**src/rtl/alu_ctrl_stage_pkg.sv**
```systemverilog
// Shared encodings for the execute-stage ALU control path: opcodes, ALU Oper codes,
// result kinds and the decoded control bundle carried by stage E.
package alu_ctrl_stage_pkg;

  localparam int INSTR_W = 16;
  localparam int OPER_W  = 4;

  // Opcodes (instr[15:11]) that need individual treatment
  localparam logic [4:0] OPC_ALU  = 5'b11011;
  localparam logic [4:0] OPC_SHFT = 5'b11010;
  localparam logic [4:0] OPC_SEQ  = 5'b11100;
  localparam logic [4:0] OPC_SLT  = 5'b11101;
  localparam logic [4:0] OPC_SLE  = 5'b11110;
  localparam logic [4:0] OPC_SCO  = 5'b11111;
  localparam logic [4:0] OPC_BTR  = 5'b11001;
  localparam logic [4:0] OPC_LBI  = 5'b11000;

  // ALU Oper codes: 00xx shifts/rotates, 01xx add/sub/xor/andn, 1xxx special
  localparam logic [3:0] OPER_ADD    = 4'b0100;
  localparam logic [3:0] OPER_SUB    = 4'b0101;
  localparam logic [3:0] OPER_OP     = 4'b1000;
  localparam logic [3:0] OPER_OPSHFT = 4'b1001;
  localparam logic [3:0] OPER_PASSA  = 4'b1010;
  localparam logic [3:0] OPER_PASSB  = 4'b1011;
  localparam logic [3:0] OPER_BTR    = 4'b1100;

  typedef enum logic [1:0] {
    KIND_NONE = 2'b00,
    KIND_SET  = 2'b01,
    KIND_BR   = 2'b10
  } kind_e;

  typedef struct packed {
    logic [3:0] oper;
    logic [1:0] instruct;
    logic       sign;
    kind_e      kind;
  } ctrl_t;

endpackage

```
**src/rtl/alu_ctrl_stage_cond_resolve.sv**
```systemverilog
// Resolves a set/branch condition from the opcode held in stage R and the ALU flags
// captured with it. SUB computes Rt-Rs, so "less than" reads as a non-negative result.
module alu_ctrl_stage_cond_resolve
  import alu_ctrl_stage_pkg::*;
(
  input  logic [4:0] op,
  input  kind_e      kind,
  input  logic       zf,
  input  logic       sf,
  input  logic       of,
  input  logic       cf,
  output logic       cond
);

  always_comb begin
    cond = 1'b0;
    case (kind)
      KIND_SET: begin
        case (op)
          OPC_SEQ: cond = zf;
          OPC_SLT: cond = !zf && (sf == of);
          OPC_SLE: cond = (sf == of);
          OPC_SCO: cond = cf;
          default: cond = 1'b0;
        endcase
      end
      KIND_BR: begin
        case (op[1:0])
          2'b00:   cond = zf;
          2'b01:   cond = !zf;
          2'b10:   cond = sf;
          default: cond = !sf;
        endcase
      end
      default: cond = 1'b0;
    endcase
  end

endmodule

```
**src/rtl/alu_ctrl_stage.sv**
```systemverilog
// Execute-stage ALU control: decodes an instruction into stage E (drives the ALU), then
// captures the ALU flags into stage R where the set/branch condition is resolved.
module alu_ctrl_stage
  import alu_ctrl_stage_pkg::*;
#(
  parameter int INSTR_WIDTH = INSTR_W,
  parameter int OPER_WIDTH  = OPER_W
) (
  input  logic                   clk,
  input  logic                   rst_n,
  input  logic                   flush,
  input  logic                   in_valid,
  output logic                   in_ready,
  input  logic [INSTR_WIDTH-1:0] in_instr,
  output logic                   alu_valid,
  output logic [OPER_WIDTH-1:0]  alu_oper,
  output logic [1:0]             alu_instruct,
  output logic                   alu_invA,
  output logic                   alu_invB,
  output logic                   alu_cin,
  output logic                   alu_sign,
  input  logic                   alu_zf,
  input  logic                   alu_sf,
  input  logic                   alu_of,
  input  logic                   alu_cf,
  output logic                   res_valid,
  input  logic                   res_ready,
  output logic [1:0]             res_kind,
  output logic                   res_cond
);

  function automatic ctrl_t decode_instr(input logic [4:0] op, input logic [1:0] funct);
    ctrl_t c;
    c.oper     = OPER_ADD;
    c.instruct = 2'b00;
    c.sign     = 1'b0;
    c.kind     = KIND_NONE;
    casez (op)
      OPC_ALU:  begin c.oper = OPER_OP;     c.instruct = funct; c.sign = 1'b1; end
      OPC_SHFT: begin c.oper = OPER_OPSHFT; c.instruct = funct; end
      5'b010??: begin c.oper = {2'b01, op[1:0]}; c.sign = 1'b1; end
      5'b101??: c.oper = {2'b00, op[1:0]};
      OPC_SEQ, OPC_SLT, OPC_SLE: begin
        c.oper = OPER_SUB; c.sign = 1'b1; c.kind = KIND_SET;
      end
      OPC_SCO:  c.kind = KIND_SET;
      5'b011??: begin c.oper = OPER_PASSA; c.kind = KIND_BR; end
      OPC_BTR:  c.oper = OPER_BTR;
      OPC_LBI:  c.oper = OPER_PASSB;
      default:  ;
    endcase
    return c;
  endfunction

  logic [4:0] in_op;
  logic       unused_instr_bits;
  ctrl_t      dec;
  logic       r_adv, e_adv, accept;

  logic [4:0] e_op;
  kind_e      e_kind;
  logic [4:0] r_op;
  kind_e      r_kind;
  logic       r_zf, r_sf, r_of, r_cf;

  assign in_op             = in_instr[15:11];
  assign unused_instr_bits = ^in_instr[10:2];
  assign dec               = decode_instr(in_op, in_instr[1:0]);

  // Valid/ready: a stage transfers when its valid and the downstream ready are both high.
  // R frees when empty or drained; E moves into R when R frees; E accepts when empty or
  // moving. flush blocks acceptance in the same cycle and empties both stages next edge.
  assign r_adv    = !res_valid || res_ready;
  assign e_adv    = alu_valid && r_adv;
  assign in_ready = (!alu_valid || r_adv) && !flush;
  assign accept   = in_valid && in_ready;

  assign alu_invA = 1'b0;
  assign alu_invB = 1'b0;
  assign alu_cin  = 1'b0;

  always_ff @(posedge clk) begin
    if (!rst_n) begin
      alu_valid    <= 1'b0;
      alu_oper     <= '0;
      alu_instruct <= 2'b00;
      alu_sign     <= 1'b0;
      e_op         <= 5'd0;
      e_kind       <= KIND_NONE;
    end else if (flush) begin
      alu_valid <= 1'b0;
    end else if (accept) begin
      alu_valid    <= 1'b1;
      alu_oper     <= dec.oper;
      alu_instruct <= dec.instruct;
      alu_sign     <= dec.sign;
      e_op         <= in_op;
      e_kind       <= dec.kind;
    end else if (e_adv) begin
      alu_valid <= 1'b0;
    end
  end

  always_ff @(posedge clk) begin
    if (!rst_n) begin
      res_valid <= 1'b0;
      r_op      <= 5'd0;
      r_kind    <= KIND_NONE;
      r_zf      <= 1'b0;
      r_sf      <= 1'b0;
      r_of      <= 1'b0;
      r_cf      <= 1'b0;
    end else if (flush) begin
      res_valid <= 1'b0;
    end else if (e_adv) begin
      res_valid <= 1'b1;
      r_op      <= e_op;
      r_kind    <= e_kind;
      r_zf      <= alu_zf;
      r_sf      <= alu_sf;
      r_of      <= alu_of;
      r_cf      <= alu_cf;
    end else if (res_ready) begin
      res_valid <= 1'b0;
    end
  end

  assign res_kind = r_kind;

  alu_ctrl_stage_cond_resolve u_cond_resolve (
    .op   (r_op),
    .kind (r_kind),
    .zf   (r_zf),
    .sf   (r_sf),
    .of   (r_of),
    .cf   (r_cf),
    .cond (res_cond)
  );

endmodule

```
**config.mk**
```make
export PLATFORM = sky130hd
export DESIGN_NAME = alu_ctrl_stage
export DESIGN_NICKNAME = d
export VERILOG_FILES = /design/src/rtl/alu_ctrl_stage_pkg.sv /design/src/rtl/alu_ctrl_stage_cond_resolve.sv /design/src/rtl/alu_ctrl_stage.sv
export SDC_FILE = /design/constraint.sdc
export NUM_CORES = 1
export LEC_CHECK = 0
export ABC_CLOCK_PERIOD_IN_PS = 1700
export CORE_ASPECT_RATIO = 1.1
export CORE_UTILIZATION = 46
export CTS_CLUSTER_SIZE = 10
export DETAILED_ROUTE_END_ITERATION = 6
export PLACE_DENSITY = 0.91
export SLEW_MARGIN = 20
export SYNTH_ARGS = -nofsm -noshare
export SYNTH_HDL_FRONTEND = slang
export SYNTH_HIERARCHICAL = 1
export SYNTH_SLANG_ARGS = --single-unit
```
**constraint.sdc**
```tcl
create_clock -name clk -period 1.7 [get_ports clk]
set_input_delay 0.34 -clock clk [delete_from_list [all_inputs] [get_ports clk]]
set_output_delay 0.34 -clock clk [all_outputs]
set_load 0.03 [all_outputs]
```
==> summary.md, run 1 <==
| Metric | Value |
|---|---|
| Seq/Total Area, Yosys | 40.3% |
| Routability Congestion | 0.700 |
| Total chip power | 1130 uW |
| #FFs+latches synth | 27 |
| Hold Fails Final Rpt | 0 |
| Net Sw Frac | 25.9% |
| Number of antenna violations at the first check in global routing | 0 |
| DRT Pass-1 Iters | 4 |
| Synth Warn # | 6 |
| Crit path depth | 5 |
| Critical path endpoint category | output port |
| Failing checks | setup timing |
| Clk slew on worst S/H paths | 0.14 ns |
| Seq pwr share | 58.3% |
| DRT iter0 DRCs | 19 |
| Hpwl dp | 2140 um |
| Final nets | 206 |
| Worst min path class | reg2reg |
| Setup TNS | -0.467 ns |
| F_max | 461 MHz |
| CTS root buffer | clkbuf_4 |
| RSZ-0062 raised after global routing | yes |
| Non-Filler Instances | 211 |
| Largest family of logic cells by synthesized area | simple AND/OR/NAND/NOR gates |
| WHS Path Cells | 2 |
| Adder-cell share of the synthesized area | 1.87% |
| Synth Area in XOR/XNOR | 2.61% |
| Share of layout cells above drive strength 1 | 18.0% |
| Critical Path AT | 1.83 ns |
| GRT overflow | 0 |
| Final WL | 2790 um |
| Power per Cell Area | 639 mW/mm^2 |
| Max cap viols | 0 |
| Logic gate share of total power | 17.7% |
| First-pass GRT wire length | 4860 um |
| Gr usage total | 21.0% |
| Max clock buf depth | 2 |
| Pin count of the biggest net entering global routing | 20 |
| R2r worst-path depth | 6 |
| Synth Area in Compound Gates | 9.14% |
| Worst VDD drop | 456 uV |
| Number of port buffers | 28 |
| Unique masters post-synth | 34 |
| Die Area | 0.00314 sq mm |
| Outcome | finished, violations left |
| Chip width | 53.5 um |
| Critical Path RT | 1.36 ns |
| Reg2reg setup slack | 0.26 ns |
| Drc violations | 0 |
| Mux cell area share after synthesis | 13.5% |
| Crit share post-route | 127% |
| Initial Util | 48.3% |
| CTS tree | built |
| CP Cell Sequence | xor2_1, mux2_2, o221a_1, o41ai_4, buf_6 |
| Clk_skew | 0.00526 ns |
| Core area | 0.00278 sq mm |
| Die Y | 58.6 um |
| Ports | 41 |
| Top delay family on crit path | compound AO/OA/AOI/OAI gates |
| Mean Syn Cell Area | 9.51 sq um |
| # hold bufs at CTS | 0 |
| Worst Slack Setup Final | -0.467 ns |
| Int Pwr | 840 uW |
| Dpl cells | 206 |
| Crit path buffers/inverters | 1 |
| P&R area growth vs syn | 32.3% |
| Kind of critical path | reg2out |
| Pins Over Slew Limit | 0 |
| Cts bufs inserted | 3 |
| Worst skew pair latency | 0.32 ns |
| Critical path launch point type | flop |
| Minimum clock period | 2.17 ns |
| Setup violators final | 1 |
| Ant. Diodes | 0 |
| Clock power share | 24.0% |
| Synth Area in Simple Gates | 26.3% |
| H-Tree Depth | 1 |
| Vias per inst | 5.22 |
| Crit path max fanout | 2 |
| Fin util | 63.9% |
| Clk sinks | 27 |
| Antenna-violating nets left | 0 |
| CP max stage delay | 0.35 ns |
| Slowest cell on the critical path | dfxtp_2 |
| Vias in the first global route | 1,144 |
| Vias | 1,101 |
| P_leak | 0.000750 uW |
| Mapped Cells | 141 |
| Routed len/inst | 13.2 um |
| Post-Synthesis Cell Area | 0.00134 sq mm |
| FP Rows | 20 |
| Switching pwr | 294 uW |
[cell type report]
type / count / area, sq um
Multi-Input combinational cell: 102 / 743
Clock buffer: 3 / 22.5
Timing Repair Buffer: 43 / 409
Inverter: 2 / 7.51
Clock inverter: 1 / 5.00
Fill cell: 240 / 1000
Sequential cell: 27 / 546
Tap cell: 33 / 41.3
[state kept, by name, summed over array words and instances (netlist names), 2 cells and up]
name,count
r_op,5
e_kind,2
res_kind,2
e_op,5
alu_oper,4
alu_instruct,2
[worst register-to-register path: stages (launching register included)]
cell and delay [ns]:
dfxtp_2 0.35, and3b_2 0.21, buf_4 0.14, nor3b_4 0.21, buf_12 0.18, nand4_2 0.12, o22ai_1 0.18
[path summary, 6_finish.rpt]
path / startpoint / to
max reg2reg: res_valid / alu_instruct[0]
min: e_kind[0] / e_kind[0]
min reg2reg: e_kind[0] / e_kind[0]
max: r_of / res_cond
[layer usage]
layer,wire length (um),track usage (%),up-vias
met5,0,0,-
met2,1510,39.1,28
met4,13,6.39,0
met3,103,2.33,2
li1,-,-,558
met1,1170,24.2,513
[through the flow]
stage                     instance area (sq um)  setup WS (ns)  hold WS, ns
final                                      1770         -0.467        0.487
after global routing                       1770         -0.555        0.508
after CTS                                  1760         -0.504        0.478
after detailed placement                   1740         -0.122        0.469
after global placement                     1740        -0.0812        0.453
after floorplan                            1360        -0.0935        0.444
[cell usage in the layout (no fill, tap or decap), types with 4 or more instances in the layout]
cell	n
nor2_1	4
dfxtp_2	4
nand2_1	7
buf_4	14
dlygate4sd2_1	10
clkdlybuf4s50_1	14
nor2b_1	22
nand4_1	4
o21ai_0	7
nand2b_1	6
mux2i_1	17
nand3_1	4
dfxtp_1	23
[logic make-up (layout without fill, tap and decap cells)]
family,Yosys count,after routing
mux,18,18
flops,27,27
buf+inv,14,49
xor+xnor,4,4
simple gates,57,57
fa+ha+maj,2,2
compound gates,18,18
other cells,1,3
[synthesized netlist by cell type]
cell	n	area [sq um]
buf_2	1	5.00
mux2i_1	17	170
a21boi_0	3	22.5
clkbuf_1	5	18.8
nand2_1	7	26.3
buf_4	5	37.5
o221a_1	1	11.3
xnor2_1	2	17.5
nor3b_2	1	12.5
nor3_1	1	5.00
ha_1	2	25.0
nor2_1	5	18.8
and3b_1	1	8.76
nor3b_4	1	18.8
buf_6	1	11.3
o41ai_2	1	16.3
a21oi_1	1	5.00
nand4_1	4	25.0
dfxtp_1	27	541
nor2b_1	22	138
inv_1	2	7.51
nand4_2	1	12.5
nand3b_1	2	15.0
nand3_1	4	20.0
mux2_2	1	11.3
o21ai_0	7	35.0
nand2b_1	6	37.5
conb_1	1	3.75
a31oi_1	2	12.5
o22ai_1	2	12.5
and3_1	1	6.26
a21boi_1	1	7.51
nor4b_1	1	8.76
xor2_1	2	17.5
[power by group through the flow]
| stage | clock network, uW | registers [uW] | logic [uW] |
|---|---|---|---|
| after floorplan | 0 | 689 | 104 |
| after global placement | 0 | 673 | 197 |
| after detailed placement | 0 | 675 | 205 |
| after CTS | 282 | 661 | 201 |
| after global routing | 308 | 664 | 217 |
| final | 272 | 661 | 201 |
[repair_timing]
action	in CTS	in global routing
setup buffers	1	0
gates resized for setup	12	6
endpoints found under the setup margin	11	4
pin swaps	1	0
Note: power is estimated with default switching activity, not from simulation.
==> run 2, diff against run 1 <==
Settings changed: CORE_UTILIZATION 46 to 47, DONT_BUFFER_PORTS from default to 1, PLACE_DENSITY 0.91 to 0.74, RECOVER_POWER from default to 50, SLEW_MARGIN 20 to default.
==> run 2 against run 1 <==
Effect of this change: the flow still finishes with violations (setup timing); non-clock buffer count fell by 32; worst hold slack got worse by 0.35 ns; fmax is 0.21% lower; clock skew down 0.0034 ns; cell area fell by 19%; largest cell class unchanged; highest routed layer unchanged.
==> summary.md, run 2 (synthesized netlist as in run 1, its figures left out) <==
| Metric | Value |
|---|---|
| GRT overflow | 0 |
| Pins Over Slew Limit | 0 |
| Hpwl dp | 1760 um |
| Vias per inst | 5.28 |
| Initial Util | 51.8% |
| Max cap viols | 0 |
| P&R area growth vs syn | 7.09% |
| Worst VDD drop | 601 uV |
| Pre-CTS WS | -0.102 ns |
| Final WL | 2490 um |
| Failing checks | setup timing |
| P_leak | 0.000562 uW |
| Clk_skew | 0.00189 ns |
| Routability Congestion | 0.677 |
| Drc violations | 0 |
| Chip width | 52.9 um |
| Reg2reg setup slack | 0.10 ns |
| CP max stage delay | 0.35 ns |
| Setup violators final | 1 |
| Max clock buf depth | 2 |
| Clk sinks | 27 |
| Fill cell count | 261 |
| Total chip power | 1040 uW |
| Die Y | 58.0 um |
| Most common cell after layout, fill and taps aside | dfxtp_1 |
| Clk slew on worst S/H paths | 0.14 ns |
| Pin count of the biggest net entering global routing | 31 |
| FP Rows | 19 |
| Commonest cells after routing, fill and taps aside | dfxtp_1, nor2b_1, mux2i_1 |
| # hold bufs at CTS | 0 |
| Hold Fails Final Rpt | 0 |
| Gr usage total | 18.2% |
| Top delay family on crit path | compound AO/OA/AOI/OAI gates |
| Critical path endpoint category | output port |
| Cts bufs inserted | 3 |
| Vias | 934 |
| Vias in the first global route | 924 |
| H-Tree Depth | 1 |
| Share of layout cells above drive strength 1 | 13.0% |
| Fin util | 55.4% |
| DRT iter0 DRCs | 15 |
| Ports | 41 |
| Routed len/inst | 14.1 um |
| Crit path buffers/inverters | 1 |
| Final nets | 174 |
| Critical Path RT | 1.36 ns |
| Core area | 0.00259 sq mm |
| Number of antenna violations at the first check in global routing | 0 |
| Critical path launch point type | flop |
| Antenna-violating nets left | 0 |
| F_max | 460 MHz |
| Power per Cell Area | 726 mW/mm^2 |
| Number of port buffers | 0 |
| First-pass GRT wire length | 4150 um |
| CP Cell Sequence | xor2_1, mux2_4, o221a_4, o41ai_4, buf_4 |
| Minimum clock period | 2.17 ns |
| Worst skew pair latency | 0.32 ns |
| Worst Slack Setup Final | -0.472 ns |
| Ant. Diodes | 0 |
| Die Area | 0.00307 sq mm |
| Worst min path class | in2reg |
| DRT Pass-1 Iters | 4 |
| Outcome | finished, violations left |
| Slowest cell on the critical path | dfxtp_2 |
| CTS tree | built |
| Crit share post-route | 128% |
| Top flop regs | e_op: 5 flops, r_op: 5 flops, alu_oper: 4 flops |
| Kind of critical path | reg2out |
| RSZ-0062 raised after global routing | yes |
| Critical Path AT | 1.83 ns |
| CTS root buffer | clkbuf_4 |
| Crit path max fanout | 2 |
==> run 2: cell types whose count changed in the layout (fill, tap and decap cells not counted), sizes merged <==
cell,before,now
clkdlybuf4s50,14,0
buf,17,6
clkbuf,3,8
dlygate4sd2,10,0
dlymetal6s2s,2,0
==> run 2: path summary, 6_finish.rpt <==
| path | start | to | cells after the start |
|---|---|---|---|
| setup / recovery | r_of | res_cond | 5 |
| hold / removal | rst_n | r_op[1] | 1 |
| hold reg to reg | e_kind[0] | e_kind[0] | 2 |
| setup reg to reg | res_valid | e_op[2] | 5 |
==> run 2: repair_timing <==
item / 4_1_cts / 5_1_grt
hold endpoints to repair: 0 / 0
gates resized for setup: 1 / 2
pin swaps: 0 / 0
setup buffers: 0 / 0
setup endpoints to repair: 1 / 1
==> run 2: cell type report <==
class,instances,area (sq um),area share [%]
Sequential cell,27,542,37.7
Tap cell,31,38.8,2.70
Multi-Input combinational cell,102,752,52.4
Inverter,2,7.51,0.523
Clock inverter,1,5.00,0.348
Clock buffer,3,22.5,1.57
Timing Repair Buffer,11,68.8,4.79
==> run 2: where the power goes <==
group / total [uW] / internal, uW / switching (uW)
Clock: 269 / 88.1 / 181
Sequential: 674 / 651 / 23.7
Combinational: 99.7 / 48.9 / 50.8
==> run 2: per-stage QoR <==
step	instance area (sq um)	TNS [ns]	hold slack (ns)	cells
5_1_grt	1440	-0.634	0.122	177
3_5_place_dp	1410	-0.102	0.476	173
6_report	1440	-0.472	0.141	177
3_3_place_gp	1410	-0.0769	0.463	173
2_1_floorplan	1360	-0.0935	0.444	143
4_1_cts	1440	-0.485	0.126	177
==> run 2: worst reg2reg max path: stages (launching register included) <==
cell and delay, ns:
dfxtp_1 0.35, and3b_1 0.23, nor3b_4 0.17, clkbuf_2 0.41, mux2i_1 0.28, nor2b_1 0.07
==> run 2: layer usage <==
layer / wire length (um) / part of all wire (%) / vias up / global-route usage (%)
met4: 32 / 1.3 / 0 / 7.89
met3: 113 / 4.5 / 4 / 3.15
met5: 0 / 0 / - / 0
li1: - / - / 485 / -
met2: 1200 / 48 / 23 / 29.7
met1: 1140 / 46 / 422 / 23.4
